## src/rtl/fifo_access_ctrl.sv

```systemverilog
// rtl/fifo_access_ctrl.sv - round-robin two-writer access controller and drain port for a 16-deep FIFO
// Keeps a shadow occupancy so write/read requests to the FIFO never overflow or underflow it.
module fifo_access_ctrl #(
    parameter int FIFO_DEEP = 16,
    parameter int DATA_W    = 16
) (
    input  logic              clk,
    input  logic              rst_n,
    input  logic              a_req,
    input  logic [DATA_W-1:0] a_data,
    output logic              a_ack,
    input  logic              b_req,
    input  logic [DATA_W-1:0] b_data,
    output logic              b_ack,
    output logic              fifo_write_req,
    output logic [DATA_W-1:0] fifo_write_data,
    output logic              fifo_read_req,
    input  logic [DATA_W-1:0] fifo_read_data,
    input  logic [4:0]        fifo_left_sig,
    output logic              out_valid,
    output logic [DATA_W-1:0] out_data,
    input  logic              out_ready,
    output logic [4:0]        occ,
    output logic              sync_err
);

    localparam logic [4:0] DEEP = 5'(FIFO_DEEP);

    typedef enum logic [1:0] {IDLE, RD, CAP, HOLD} rd_state_e;

    rd_state_e         state_q, state_d;
    logic [4:0]        occ_q, occ_d;
    logic [4:0]        occ_d1_q, occ_d1_d;
    logic              rr_last_q, rr_last_d;
    logic              wr_req_q, wr_req_d;
    logic [DATA_W-1:0] wr_data_q, wr_data_d;
    logic              rd_req_q, rd_req_d;
    logic              out_valid_q, out_valid_d;
    logic [DATA_W-1:0] out_data_q, out_data_d;
    logic              chk_en_q, chk_en_d;
    logic              sync_err_q, sync_err_d;

    logic can_write;
    logic grant_a;
    logic grant_b;
    logic rd_dec;

    always_comb begin
        can_write = (occ_q < DEEP);
        // rr_last_q = 1 means B was granted last. Acks are held off while in
        // reset so no requester believes a word was taken that reset will drop.
        grant_a = !rst_n && can_write && a_req && (!b_req || rr_last_q);
        grant_b = !rst_n && can_write && b_req && (!a_req || !rr_last_q);

        state_d    = state_q;
        out_data_d = out_data_q;
        rd_dec     = 1'b0;
        case (state_q)
            IDLE: begin
                if (occ_q != 5'd0) begin
                    state_d = RD;
                    rd_dec  = 1'b1;
                end
            end
            RD:  state_d = CAP;
            CAP: begin
                state_d    = HOLD;
                out_data_d = fifo_read_data;
            end
            HOLD: begin
                if (out_ready) begin
                    if (occ_q != 5'd0) begin
                        state_d = RD;
                        rd_dec  = 1'b1;
                    end else begin
                        state_d = IDLE;
                    end
                end
            end
            default: state_d = IDLE;
        endcase

        rd_req_d    = (state_d == RD);
        out_valid_d = (state_d == HOLD);

        occ_d = occ_q;
        if ((grant_a || grant_b) && !rd_dec) begin
            occ_d = occ_q + 5'd1;
        end else if (!(grant_a || grant_b) && rd_dec) begin
            occ_d = occ_q - 5'd1;
        end

        wr_req_d  = grant_a || grant_b;
        wr_data_d = grant_a ? a_data : (grant_b ? b_data : wr_data_q);
        rr_last_d = grant_a ? 1'b0 : (grant_b ? 1'b1 : rr_last_q);

        // The FIFO's own count trails occ by one cycle, hence the delayed copy.
        occ_d1_d   = occ_q;
        chk_en_d   = 1'b1;
        sync_err_d = sync_err_q || (chk_en_q && (fifo_left_sig != (DEEP - occ_d1_q)));
    end

    always_ff @(posedge clk) begin
        if (rst_n) begin
            state_q     <= IDLE;
            occ_q       <= 5'd0;
            occ_d1_q    <= 5'd0;
            rr_last_q   <= 1'b1;
            wr_req_q    <= 1'b0;
            wr_data_q   <= '0;
            rd_req_q    <= 1'b0;
            out_valid_q <= 1'b0;
            out_data_q  <= '0;
            chk_en_q    <= 1'b0;
            sync_err_q  <= 1'b0;
        end else begin
            state_q     <= state_d;
            occ_q       <= occ_d;
            occ_d1_q    <= occ_d1_d;
            rr_last_q   <= rr_last_d;
            wr_req_q    <= wr_req_d;
            wr_data_q   <= wr_data_d;
            rd_req_q    <= rd_req_d;
            out_valid_q <= out_valid_d;
            out_data_q  <= out_data_d;
            chk_en_q    <= chk_en_d;
            sync_err_q  <= sync_err_d;
        end
    end

    assign a_ack           = grant_a;
    assign b_ack           = grant_b;
    assign fifo_write_req  = wr_req_q;
    assign fifo_write_data = wr_data_q;
    assign fifo_read_req   = rd_req_q;
    assign out_valid       = out_valid_q;
    assign out_data        = out_data_q;
    assign occ             = occ_q;
    assign sync_err        = sync_err_q;

endmodule

```

## config.mk

```make
export PLATFORM = sky130hd
export DESIGN_NAME = fifo_access_ctrl
export DESIGN_NICKNAME = d
export VERILOG_FILES = /design/src/rtl/fifo_access_ctrl.sv
export SDC_FILE = /design/constraint.sdc
export NUM_CORES = 1
export LEC_CHECK = 0
export ABC_AREA = 1
export CELL_PAD_IN_SITES_DETAIL_PLACEMENT = 1
export CELL_PAD_IN_SITES_GLOBAL_PLACEMENT = 1
export CORE_MARGIN = 3
export CORE_UTILIZATION = 31
export CTS_CLUSTER_DIAMETER = 150
export CTS_CLUSTER_SIZE = 40
export DETAILED_ROUTE_END_ITERATION = 12
export PLACE_DENSITY_LB_ADDON = 0.1
export REMOVE_ABC_BUFFERS = 1
export SETUP_SLACK_MARGIN = 0.1
export SLEW_MARGIN = 20
export SYNTH_ARGS = -nofsm -noshare
export SYNTH_HDL_FRONTEND = slang
export SYNTH_SLANG_ARGS = --single-unit
```

## constraint.sdc

```tcl
create_clock -name clk -period 3.05 [get_ports clk]
set_input_delay 0.61 -clock clk [delete_from_list [all_inputs] [get_ports clk]]
set_output_delay 0.61 -clock clk [all_outputs]
set_load 0.05 [all_outputs]
```

# After elaboration in Yosys (flattened, before gate mapping)
# Cells that the tools add are included.
dict set report word_totals {
  reg_bits 50
  output_inout_bits 43
  word_cells 57
}
dict set report op_classes {
  n_addsub 3
  n_lt_le_gt_ge 1
  n_eq_ne 6
  mux 14
  reduce_logical 22
}
# cell count
set ops {}
lappend ops {{16-bit 2-to-1 mux} 2}
lappend ops {{5-bit 2-to-1 mux} 2}
lappend ops {{1-bit logical AND} 8}
lappend ops {{2-bit case mux with 4 select lines} 1}
lappend ops {{2-bit equality test, second input constant} 3}
lappend ops {{1-bit logical NOT} 6}
lappend ops {{1-bit 2-to-1 mux} 6}
lappend ops {{5-bit by 1-bit adder with 5-bit output, second input constant} 1}
lappend ops {{5-bit less-than comparator, second input constant} 1}
lappend ops {{5-bit != test} 1}
lappend ops {{5-bit nonzero test} 1}
lappend ops {{5-bit by 1-bit subtractor with 5-bit output, second input constant} 1}
lappend ops {{5-bit subtractor, first input constant} 1}
lappend ops {{2-bit by 1-bit equality test with 1-bit output, second input constant} 2}
lappend ops {{1-bit logical OR} 4}
lappend ops {{2-bit 2-to-1 mux} 2}
lappend ops {{2-bit nonzero test} 2}
lappend ops {{2-bit logical NOT} 1}
lappend ops {{1-bit case mux with 2 select lines} 1}

# Depth between registers and ports, before layout
# Gate-level depths: netlist of the first run.
dict set report depth {
  depth_word 9
  ltp_mapped 16
  ltp_nobuf 16
}

# Worst setup path before layout of the first run
# OpenSTA, ideal clock, no wires.
dict set report synth_timing {
  path_kind {flip-flop to flip-flop}
  start {register occ_q[4] (netlist: occ[4])}
  end {register occ_q[4] (netlist: occ[4])}
  setup_ns 0.140
  arrival_ns 2.140
  required_time_ns 2.910
  path_slack_ns 0.770
  path_stages_with_launch 15
  cell_sequence {dfxtp_1 -> nor2_2 -> nand2_1 -> inv_2 -> nand2_4 -> nand2_4 -> ha_1 -> inv_1 -> ha_1 -> a21oi_1 -> nor2_1 -> o21bai_1 -> nand2_1 -> nand2_1 -> a21oi_1}
}
dict set report synth_via {
  elab_chain_len 8
}
# element line_no
set synth_lines {}
lappend synth_lines {{from (decl)} 32} ;# logic [4:0] occ_q, occ_d;
lappend synth_lines {{from (signal assigned)} 106} ;# occ_q <= 5'd0;
lappend synth_lines {{from (signal assigned)} 118} ;# occ_q <= occ_d;
lappend synth_lines {{5-bit less-than comparator (*)} 49} ;# can_write = (occ_q < DEEP);
lappend synth_lines {{1-bit logical AND (*)} {52, 53}}
lappend synth_lines {{1-bit logical AND, on equally long branches (2 in a row)} {52, 53}}
lappend synth_lines {{1-bit logical OR (*)} -}
lappend synth_lines {{via wr_req_d} 35} ;# logic wr_req_q, wr_req_d;
lappend synth_lines {{1-bit logical NOT} 89} ;# end else if (!(grant_a || grant_b) && rd_dec) begin
lappend synth_lines {{1-bit logical AND} 89}
lappend synth_lines {{2-bit nonzero test (no source line)} -}
# Mark *: on every way through the listed nets, which the timed path passes. The rest lies on a longest branch. The select of a mux whose other input is x is not followed.
# A chain may end at the register's enable or synchronous reset.

# Final worst setup path of the first run
dict set report layout_timing {
  start {input a_req}
  end {output a_ack}
}
dict set report layout_via {
  elab_chain_len 2
}
# element line_no
set layout_lines {}
lappend layout_lines {{from (decl)} 9} ;# input logic a_req,
lappend layout_lines {{1-bit logical AND (2 in a row)} 52} ;# grant_a = !rst_n && can_write && a_req && (!b_req || rr_last_q);
lappend layout_lines {{to (decl)} 11} ;# output logic a_ack,
# No other way between the ends.

==> results of run 1 <==
-- metrics by stage --
step / hold WS (ns) / utilization / setup WS [ns] / std cells
global route: 0.472 / 0.488 / 0.382 / 530
finish: 0.453 / 0.488 / 0.494 / 530
floorplan: 0.418 / - / 0.604 / 319
CTS: 0.456 / 0.488 / 0.478 / 530
detailed placement: 0.441 / 0.474 / 0.191 / 522
global placement: 0.432 / 0.474 / 0.268 / 522
-- worst max-delay path: cells and delay by family --
kind,cells,cell delay [ns]
buffers and inverters,4,1.06
and+or+nand+nor,2,0.21
AOI/OAI and AO/OA,1,0.07
-- layout make-up --
type,count,share of cell area
Multi-Input combinational cell,214,0.308
Timing Repair Buffer,104,0.292
Sequential cell,50,0.279
Inverter,55,0.0581
Tap cell,99,0.0345
Clock buffer,6,0.0230
Clock inverter,2,0.00487
-- worst max path at each step --
stage                        startpoint                  end  slack [ns]  cells after the start
floorplan           occ[4]$_SDFFE_PP0P_  occ[4]$_SDFFE_PP0P_        0.60                     13
global placement                  rst_n  occ[4]$_SDFFE_PP0P_        0.27                     16
detailed placement                rst_n  occ[4]$_SDFFE_PP0P_        0.19                     15
CTS                               a_req                a_ack        0.48                      7
global route                      rst_n  occ[4]$_SDFFE_PP0P_        0.38                     16
finish                            a_req                a_ack        0.49                      7
-- layout by cell type, fill, tap and decap left out, drive strengths merged, types with 6 or more instances in the layout --
cell           Yosys  layout
clkbuf             6       6
nand2             58      58
buf                8       6
o21ai             55      55
a21oi             25      25
nor2              54      54
inv               54      54
ha                10      10
clkdlybuf4s50      0      98
dfxtp             50      50
-- logic make-up after synthesis --
group           after synthesis
simple gates                116
compound gates               84
buf+inv                      69
flops                        50
fa+ha+maj                    11
xor+xnor                      3
-- routing by layer --
layer	up-vias	share of wire	global-route usage
met3	5	0.092	0.0689
met4	0	0.010	0.0397
met2	57	0.48	0.278
li1	1228	-	-
met1	1060	0.42	0.179
met5	-	0	0
-- power groups by stage --
| stage | clock network (mW) | logic (mW) | registers [mW] |
|---|---|---|---|
| 2_1_floorplan | 0 | 0.605 | 1.27 |
| 3_3_place_gp | 0 | 1.45 | 0.895 |
| 5_1_grt | 0.469 | 1.62 | 0.907 |
| 4_1_cts | 0.446 | 1.49 | 0.889 |
| 3_5_place_dp | 0 | 1.49 | 0.902 |
| 6_report | 0.422 | 1.47 | 0.885 |
-- sequential cells by signal, indices dropped and copies added, names as in the netlist, 2 cells and up --
name	count
fifo_write_data	16
state_q	2
occ_d1_q	5
occ	5
out_data	16
==> metrics list, run 1 <==
- The flow ran to the end, and the final reports show no timing, DRC or antenna violations.
- After synthesis, the cell types taking the most area are dfxtp_1 (42%), nand2_1 (8.3%), nor2_1 (8.3%), inv_1 (8.0%), o21ai_0 (7.5%).
- Antenna violations before repair: 0
* Proportion of synthesized area in mux cells: 0
- For this run, the detailed router's first-pass iteration total came to 4.
- Entering global routing, the biggest net connects 36 pins.
- Complex-gate fraction of the synthesized area: 0.196
- Dividing the final minimum period by the clock period gives 0.838.
* Area share of and/or/nand/nor cells after synthesis: 0.196
* Number of global-route vias before repair: 2416
- Count of flip-flops with a built-in enable after synthesis: 0
- Width of the chip: 93.8 um
* Total leakage power: 1.62 nW
* Synth Area in XOR/XNOR: 0.0110
- The placed instances occupy a cell area of 0.00349 mm^2.
* Fmax achieved: 0.391 GHz
- Clock-pin slew was measured on the worst setup and hold paths at 0.10 ns.
- Netlist cell types: 30
- The final layout contains 499 nets.
- Of all flip-flops after synthesis, the portion carrying an async set or reset was 0.
- During synthesis, Yosys emitted a total of 0 warnings.
- In the global route stage, overall resource usage came out at 0.160.
- Fillers: 941
* Total power: 2.78 mW
* Reg2reg path depth: 13
- Count of buffers inserted at the top-level ports: 100
- Along the worst path, the maximum fanout reaches 35.
- Start point of the worst hold path: chk_en_q$_DFF_P_
* Data arrival, critical path: 1.95 ns
- Inserted Diodes: 0
* Top cell type's share of synthesized area: 0.418
* Worst vdd ir: 293 uV
* Share of synthesized area occupied by flip-flops and latches: 0.418
- Maximum clock insertion buffer count: 2
* DR vias: 2350
* Die H: 93.8 um
* Die area: 0.00881 mm^2
- Summing all non-filler instances in the final layout gives an area of 0.00359 mm^2.
- Mean number of vias per cell: 4.43
- The share of total power dissipated in the clock network is 0.152.
- Number of failing hold endpoints at the final stage: 0
* Combinational family with the most area after synthesis: simple AND/OR/NAND/NOR gates
- CTS H-tree depth: 2
* Detailed router's first-iteration violation count: 48
* Number of storage elements in the synthesis netlist: 50
- Tmin final: 2.56 ns
* Share of post-route cells with drive strength above 1: 0.0766
- Clock latency on the worst-skew pair, taken at its later pin, is 0.30 ns.
- Dividing the synthesized area by the synthesized cell count gives 7.18 um^2.
- Critical R2R Capture: occ[3]$_SDFFE_PP0P_
- TritonCTS Buffers: 5
- Endpoint class of the critical path: output pin
* Switching Share: 0.454
- Once detailed placement completed, the half-perimeter wirelength came to 5240 um.
* Post-CTS setup buffer count: 0
- The largest individual stage delay along the critical path comes from the cell clkdlybuf4s50_1.
- Total negative slack: 0 ns
- Area occupied by registers: 0.00100 mm^2
- Area added between synthesis and finish: 50.2%
- Setup repair after global routing left no endpoint under its margin.
- In this run the clock root is driven by a clkbuf_8.
- Final number of max-transition violations: 0
* Post-synthesis instance total: 333
- The number of gates resized after CTS was 0.
* Net switching power figure: 1.26 mW
* Core Box Area: 0.00737 mm^2
* Clock tree from TritonCTS: built
- Worst-case clock skew: 0.00726 ns
* Sequential group share of total power: 0.319
- Flop2flop setup slack: 0.81 ns
* Kind of start point of the critical path: primary input
* Biggest area consumer among synthesized cells: dfxtp_1
* Final estimated routing congestion in global placement: 0.773
- Setup violations remaining at the end of the flow were counted as 0.
* Cell area power density: 773 mW/mm^2
- Once detail routing completed, the nets flagged for antenna violations numbered 0.
- I/O Pins: 101
* Cell area after technology mapping: 0.00239 mm^2
* CP required: 2.44 ns
* Worst slew pin tran: 0.545 ns
* Worst Hold Endpoint: sync_err$_SDFF_PP0_
- The internal power of the cells totals 1.51 mW.
* Cell chain of the critical path: clkdlybuf4s50_1 > nand2_2 > o21ai_2 > nand2_2 > buf_4 > inv_1 > buf_12
* Global-route wire length before repair: 11200 um
- Post-synthesis adder-cell area fraction: 0.0607
- Max_slew headroom: 0.635
- After global routing the overflow that remains totals 0.
- Drt wl/cell: 12.9 um
* Startpoint-to-endpoint class of the critical path: in2out
* Multi-input logic area: 0.00111 mm^2
- Tightest Hold Check Type: reg2reg
- The floorplan has 31 rows.
- Ranked by instance count, the synthesized netlist is headed by nand2_1 (53), nor2_1 (53), inv_1 (51).
- Summed over all layers, the routed wires come to 6820 um.
- For this run, the slowest stage of the critical path takes 0.46 ns.
* MaxCap Viol Count: 0
- Worst hold stages: 2
* Number of hold buffers added after CTS: 0
* Most prevalent standard cell on the critical path: nand2_2
- Sink Count: 50
- The initial utilization of the core area, before any placement, comes to 0.325.
- In this run the critical register-to-register path is launched from state_q[1]$_SDFF_PP0_.
* Post-detailed-route DRC marker count: 0
- The most used flip-flop cell after synthesis is dfxtp_1.
- Portion of total power attributed to combinational logic: 0.529
(Power assumes the default switching activity.)
==> run 2: changes to the inputs <==
CORE_UTILIZATION = 29   (was 31)
clock period = 2.5 ns   (was 3.05 ns; I/O delays follow)
==> run 2 against run 1 <==
Non-clock buffer count up 4. Worst setup slack lost 0.25 ns. Count of clock-buffer cells in the layout unchanged. Critical endpoint unchanged.
==> metrics list, run 2 (synthesis results as in run 1) <==
* Status: finished, final reports clean
- TritonCTS built the clock tree.
- Worst slew pin tran: 0.577 ns
- Detailed placement finished with a half-perimeter wire length of 5120 um.
- Max_slew headroom: 0.615
- Maximum clock insertion buffer count: 2
- Timing analysis after detailed placement gives a worst setup slack of -0.253 ns.
- Reg2reg path depth: 13
* Row Count: 32
- For this run the aggregate overflow at the end of global routing stands at 0.
- For this run, the total global-route usage over all layers was measured as 0.147.
- Data arrival, critical path: 1.76 ns
* Post-layout nets: 503
* Core Box Area: 0.00785 mm^2
* Die area: 0.00938 mm^2
- The number of antenna violations at the first check in global routing was 0.
- The first global-routing pass estimated 11500 um of wire.
* Cell area power density: 947 mW/mm^2
- The filler cells instantiated in the layout total 982.
- In this run the critical register-to-register path is launched from state_q[0]$_SDFF_PP0_.
- Worst Hold Margin: 0.468 ns
- For this configuration, the core starts out at a cell density of 0.305.
* Number of global-route vias before repair: 2510
* Largest net degree at the start of global routing: 36
- Across the run, the number of max-cap violations was 0.
- Startpoint-to-endpoint class of the critical path: in2out
- For this block, the initial DRC count from the detailed router was 42.
- For the worst setup path, the data required time is 2.00 ns.
- Worst Hold Endpoint: sync_err$_SDFF_PP0_
* RSZ-0062 raised after global routing: true
- Tcrit/Tclk final: 0.903
* DR vias: 2359
- For this design the top-level I/O count stands at 101.
- In this run the tool buffered the top-level ports with 100 buffer cells.
* Sink Count: 50
* Tightest Hold Check Type: reg2reg
* Final estimated routing congestion in global placement: 0.752
* Crit-path max FO: 35
- Fmax achieved: 0.443 GHz
- Worst hold stages: 2
- Leaving out fill and tap cells, the most frequent cell in the layout is clkdlybuf4s50_1.
- Dividing the detail-routed via count by the number of cells gives 4.39.
* Number of detailed-route iterations in the first pass: 2
- Final number of max-transition violations: 0
- The cell sitting at the root of the clock tree is a clkbuf_8.
- After detailed placement, the design holds a cell count of 529.
- The worst register-to-register path ends at occ[3]$_SDFFE_PP0P_.
- Multi-input logic area: 0.00113 mm^2
- Hold repair after CTS inserted 0 buffers.
- Overall routed net length: 6790 um
* Total leakage power: 1.65 nW
- The H-tree generated during clock tree synthesis spans 2 levels.
- Counting the buffers created by CTS gives 5.
- Drt wl/cell: 12.6 um
* Start point of the worst hold path: chk_en_q$_DFF_P_
- Clock Latency Late Sink: 0.30 ns
- Number of failing hold endpoints at the final stage: 0
* Inserted Diodes: 0
* Total power: 3.46 mW
- Area occupied by registers: 0.00100 mm^2
- Endpoint class of the critical path: output pin
* Share of post-route cells with drive strength above 1: 0.101
* Tmin final: 2.26 ns
- The setup check on the worst reg-to-reg path leaves a slack of 0.34 ns.
- Area added between synthesis and finish: 52.5%
- Worst-case clock skew: 0.00638 ns
- Clock-pin slew was measured on the worst setup and hold paths at 0.08 ns.
* Final setup fails: 0
* Residual antenna-violating net count after detailed routing: 0
* Commonest cells after routing, fill and taps aside: clkdlybuf4s50_1 (96), nand2_1 (53), nor2_1 (53)
- The worst path meets setup with 0.241 ns of slack.
* Post-detailed-route DRC marker count: 0
- The worst-case IR drop observed on VDD is 314 uV.
* Die H: 96.8 um
* Kind of start point of the critical path: primary input
* Count of placed standard cells in the final layout, fillers left out: 537
- The floorplan step set the die width to 96.8 um.
-- run 2: changes by cell type in the layout (fill, tap and decap cells not counted), moves of 2 or more --
| cell | previous run | this run |
|---|---|---|
| clkinv_4 | 2 | 0 |
| a21oi_2 | 9 | 11 |
| a21oi_1 | 16 | 14 |
| clkdlybuf4s50_1 | 98 | 96 |
| dfxtp_2 | 0 | 2 |
| dfxtp_1 | 50 | 48 |
| buf_4 | 4 | 8 |
-- run 2: timing repair --
item | CTS | global route
pin swaps | 1 | 0
buffers inserted | 0 | 0
setup endpoints to repair | 1 | 3
gates resized for setup | 1 | 8
-- run 2: power breakdown --
| group | leakage (nW) | switching [mW] | internal (mW) | total [mW] |
|---|---|---|---|---|
| combinational | 1.19 | 1.17 | 0.706 | 1.88 |
| sequential | 0.411 | 0.120 | 0.971 | 1.09 |
| clock | 0.0472 | 0.265 | 0.223 | 0.488 |
-- run 2: worst max path at each step --
stage	startpoint	slack, ns	to	depth (start not counted)
detailed placement	rst_n	-0.25	occ[4]$_SDFFE_PP0P_	15
global route	out_ready	0.09	occ[4]$_SDFFE_PP0P_	16
finish	b_req	0.24	a_ack	6
global placement	rst_n	-0.17	occ[4]$_SDFFE_PP0P_	15
CTS	a_req	0.12	occ[4]$_SDFFE_PP0P_	15
floorplan	occ[4]$_SDFFE_PP0P_	0.05	occ[4]$_SDFFE_PP0P_	13
-- run 2: final cells by class --
| cell class | count | area share |
|---|---|---|
| clock buffers | 6 | 0.0226 |
| clock inverters | 2 | 0.00343 |
| inverters | 55 | 0.0573 |
| multi-input cells | 214 | 0.310 |
| flip-flops and latches | 50 | 0.275 |
| well taps | 102 | 0.0350 |
| repair buffers | 108 | 0.297 |
-- run 2: routing by layer --
layer  track usage  part of all wire
met5             0                 0
met4        0.0356             0.010
met3        0.0591             0.076
met2         0.258              0.48
met1         0.167              0.43
-- run 2: critical path: stages --
cell,delay [ns]
clkdlybuf4s50_1,0.50
o21ai_2,0.07
nand2_2,0.08
buf_4,0.31
inv_1,0.12
buf_12,0.17
-- run 2: metrics by stage --
| stage | util | cell area, um^2 | TNS, ns |
|---|---|---|---|
| 2_1_floorplan | - | 2320 | 0 |
| 3_3_place_gp | 0.449 | 3530 | -0.268 |
| 3_5_place_dp | 0.449 | 3530 | -0.509 |
| 4_1_cts | 0.461 | 3620 | 0 |
| 5_1_grt | 0.465 | 3650 | 0 |
| 6_report | 0.465 | 3650 | 0 |
==> run 3: changes to the inputs <==
CORE_UTILIZATION = 30   (was 29)
CTS_BUF_LIST = sky130_fd_sc_hd__clkbuf_4   (was not set)
SKIP_CTS_REPAIR_TIMING = 1   (was not set)
==> run 3 against run 2 <==
Sequential power about the same. Hold slack worse by 0.0055 ns. Count of clock-buffer cells in the layout down 1. Sequential share of layout area up 0.21 points. Combinational power about the same. Clock power down 22%. Clock skew up 0.015 ns. Design area down 0.75%. Power down 3.1%. Routed wire length up 0.40%. First-iteration DRC count down 12%. Largest cell class unchanged.
==> metrics list, run 3 (synthesis results as in run 1) <==
- The run finished with clean final reports.
- In this run the vertical extent of the chip is 95.3 um.
- From synthesis to final layout, the design area changed by 51.4%.
* Share of post-route cells with drive strength above 1: 0.105
- CTS H-tree depth: 2
- The clock passes through at most 2 buffers.
* Clock tree from TritonCTS: built
* Final estimated routing congestion in global placement: 0.766
* Post-layout nets: 507
* RSZ-0062 raised after global routing: false
* Core Box Area: 0.00749 mm^2
* Final setup fails: 0
- Counting the buffers created by CTS gives 5.
- The clock reaches the later pin of the worst-skew pair after 0.39 ns.
- Sink Count: 50
* Startpoint-to-endpoint class of the critical path: in2out
- Largest net degree at the start of global routing: 36
* Count of buffers inserted at the top-level ports: 100
- Measured on the finished design, the core utilization comes to 0.484.
* Total track usage: 0.160
* Delay of the slowest cell on the worst path: 0.53 ns
- Post-CTS clock slew at the launch and capture registers of the worst setup and hold paths: 0.13 ns
- The tool flagged a number of max-cap violations equal to 0.
* Launching point of the worst reg2reg path: state_q[0]$_SDFF_PP0_
- The most critical setup path has its startpoint at b_req.
- Cell with the largest stage delay on the worst path: clkdlybuf4s50_1
* Row Count: 31
- Minimum setup slack after placement: -0.172 ns
- The first TritonRoute pass finished after 4 iterations.
- Crit-path max FO: 35
* Final number of max-transition violations: 0
- In the layout the commonest cells are clkdlybuf4s50_1 (98), nand2_1 (53), nor2_1 (53).
- Fmax achieved: 0.432 GHz
* Number of failing hold endpoints at the final stage: 0
- Data arrival, critical path: 1.81 ns
- Multi-input logic area: 0.00111 mm^2
* Start point of the worst hold path: sync_err$_SDFF_PP0_
* Total leakage power: 1.64 nW
- Tcrit/Tclk final: 0.925
* Most frequent standard cell in the layout excluding fill and tap cells: clkdlybuf4s50_1
- The HPWL after detailed placement is 5210 um.
* Total global routing overflow: 0
- Crit path setup slack, layout: 0.188 ns
- Max_slew headroom: 0.641
- Worst-case clock skew: 0.0218 ns
- The clock period could shrink to 2.31 ns.
- The repair_antennas step left the layout with diodes totalling 0.
- Summed over all layers, the routed wires come to 6820 um.
- At the pin with the least slew margin, the transition time is 0.536 ns.
* Total negative slack: 0 ns
* Tightest Hold Check Type: reg2reg
- Cell family with the largest share of critical-path delay: buffers and inverters
* Fillers: 945
- The number of antenna violations at the first check in global routing was 0.
* Kind of start point of the critical path: primary input
- In the final routed layout, each cell accounts on average for 12.7 um.
- Width of the chip: 95.3 um
- Mean number of vias per cell: 4.43
* Die area: 0.00908 mm^2
- In this run the power density over the cells is 925 mW/mm^2.
- Endpoint class of the critical path: output pin
* DR vias: 2385
- For this configuration, the core starts out at a cell density of 0.320.
- IR analysis of the VDD net gives a maximum drop of 364 uV.
* CP required: 2.00 ns
- For this run, design rule violations remaining after detail routing come to 0.
- The first global-routing pass estimated 11500 um of wire.
* Residual antenna-violating net count after detailed routing: 0
* Number of global-route vias before repair: 2566
- CTS placed an instance of clkbuf_4 at the clock tree root.
* Area occupied by registers: 0.00100 mm^2
* I/O Pins: 101
* Cell chain of the critical path: clkdlybuf4s50_1 > o21ai_2 > nand2_2 > buf_4 > inv_1 > buf_12
- Detailed router's first-iteration violation count: 37
- Bufs and invs on worst path: 4
-- run 3: worst paths after layout --
kind,to,slack (ns),cells after the start
worst max-delay path,a_ack,0.19,6
worst max register to register,occ[2]$_SDFFE_PP0P_,0.33,13
worst min register to register,sync_err$_SDFF_PP0_,0.46,2
worst min-delay path,sync_err$_SDFF_PP0_,0.46,2
-- run 3: layer usage --
layer  vias to the layer above  wire length [um]  global-route usage
li1                       1245                 -                   -
met5                         -                 0                   0
met4                         0                65              0.0433
met1                      1080              2890               0.174
met3                         4               543              0.0655
met2                        56              3320               0.286
-- run 3: area by class of cell --
class                           instances  share of cell area
Tap cell                               99              0.0342
Clock inverter                          3             0.00587
Inverter                               55              0.0577
Clock buffer                            5              0.0104
Sequential cell                        50               0.277
Multi-Input combinational cell        214               0.308
Timing Repair Buffer                  112               0.307
-- run 3: metrics by stage --
step / hold WS, ns / power (mW) / area, um^2 / cells
6_report: 0.462 / 3.35 / 3620 / 538
5_1_grt: 0.490 / 3.65 / 3620 / 538
4_1_cts: 0.465 / 3.39 / 3610 / 538
3_5_place_dp: 0.443 / 2.99 / 3550 / 530
3_3_place_gp: 0.435 / 2.93 / 3550 / 530
2_1_floorplan: 0.418 / 2.29 / 2320 / 319
-- run 3: power breakdown --
part | switching (mW) | leakage [nW] | internal (mW)
clock network | 0.272 | 0.0312 | 0.110
registers | 0.103 | 0.411 | 0.971
logic | 1.17 | 1.20 | 0.723
total | 1.54 | 1.64 | 1.80
-- run 3: worst min-delay path, stage by stage (launching register included) --
cell and delay [ns]:
dfxtp_1 0.33, inv_1 0.05, a21oi_1 0.05
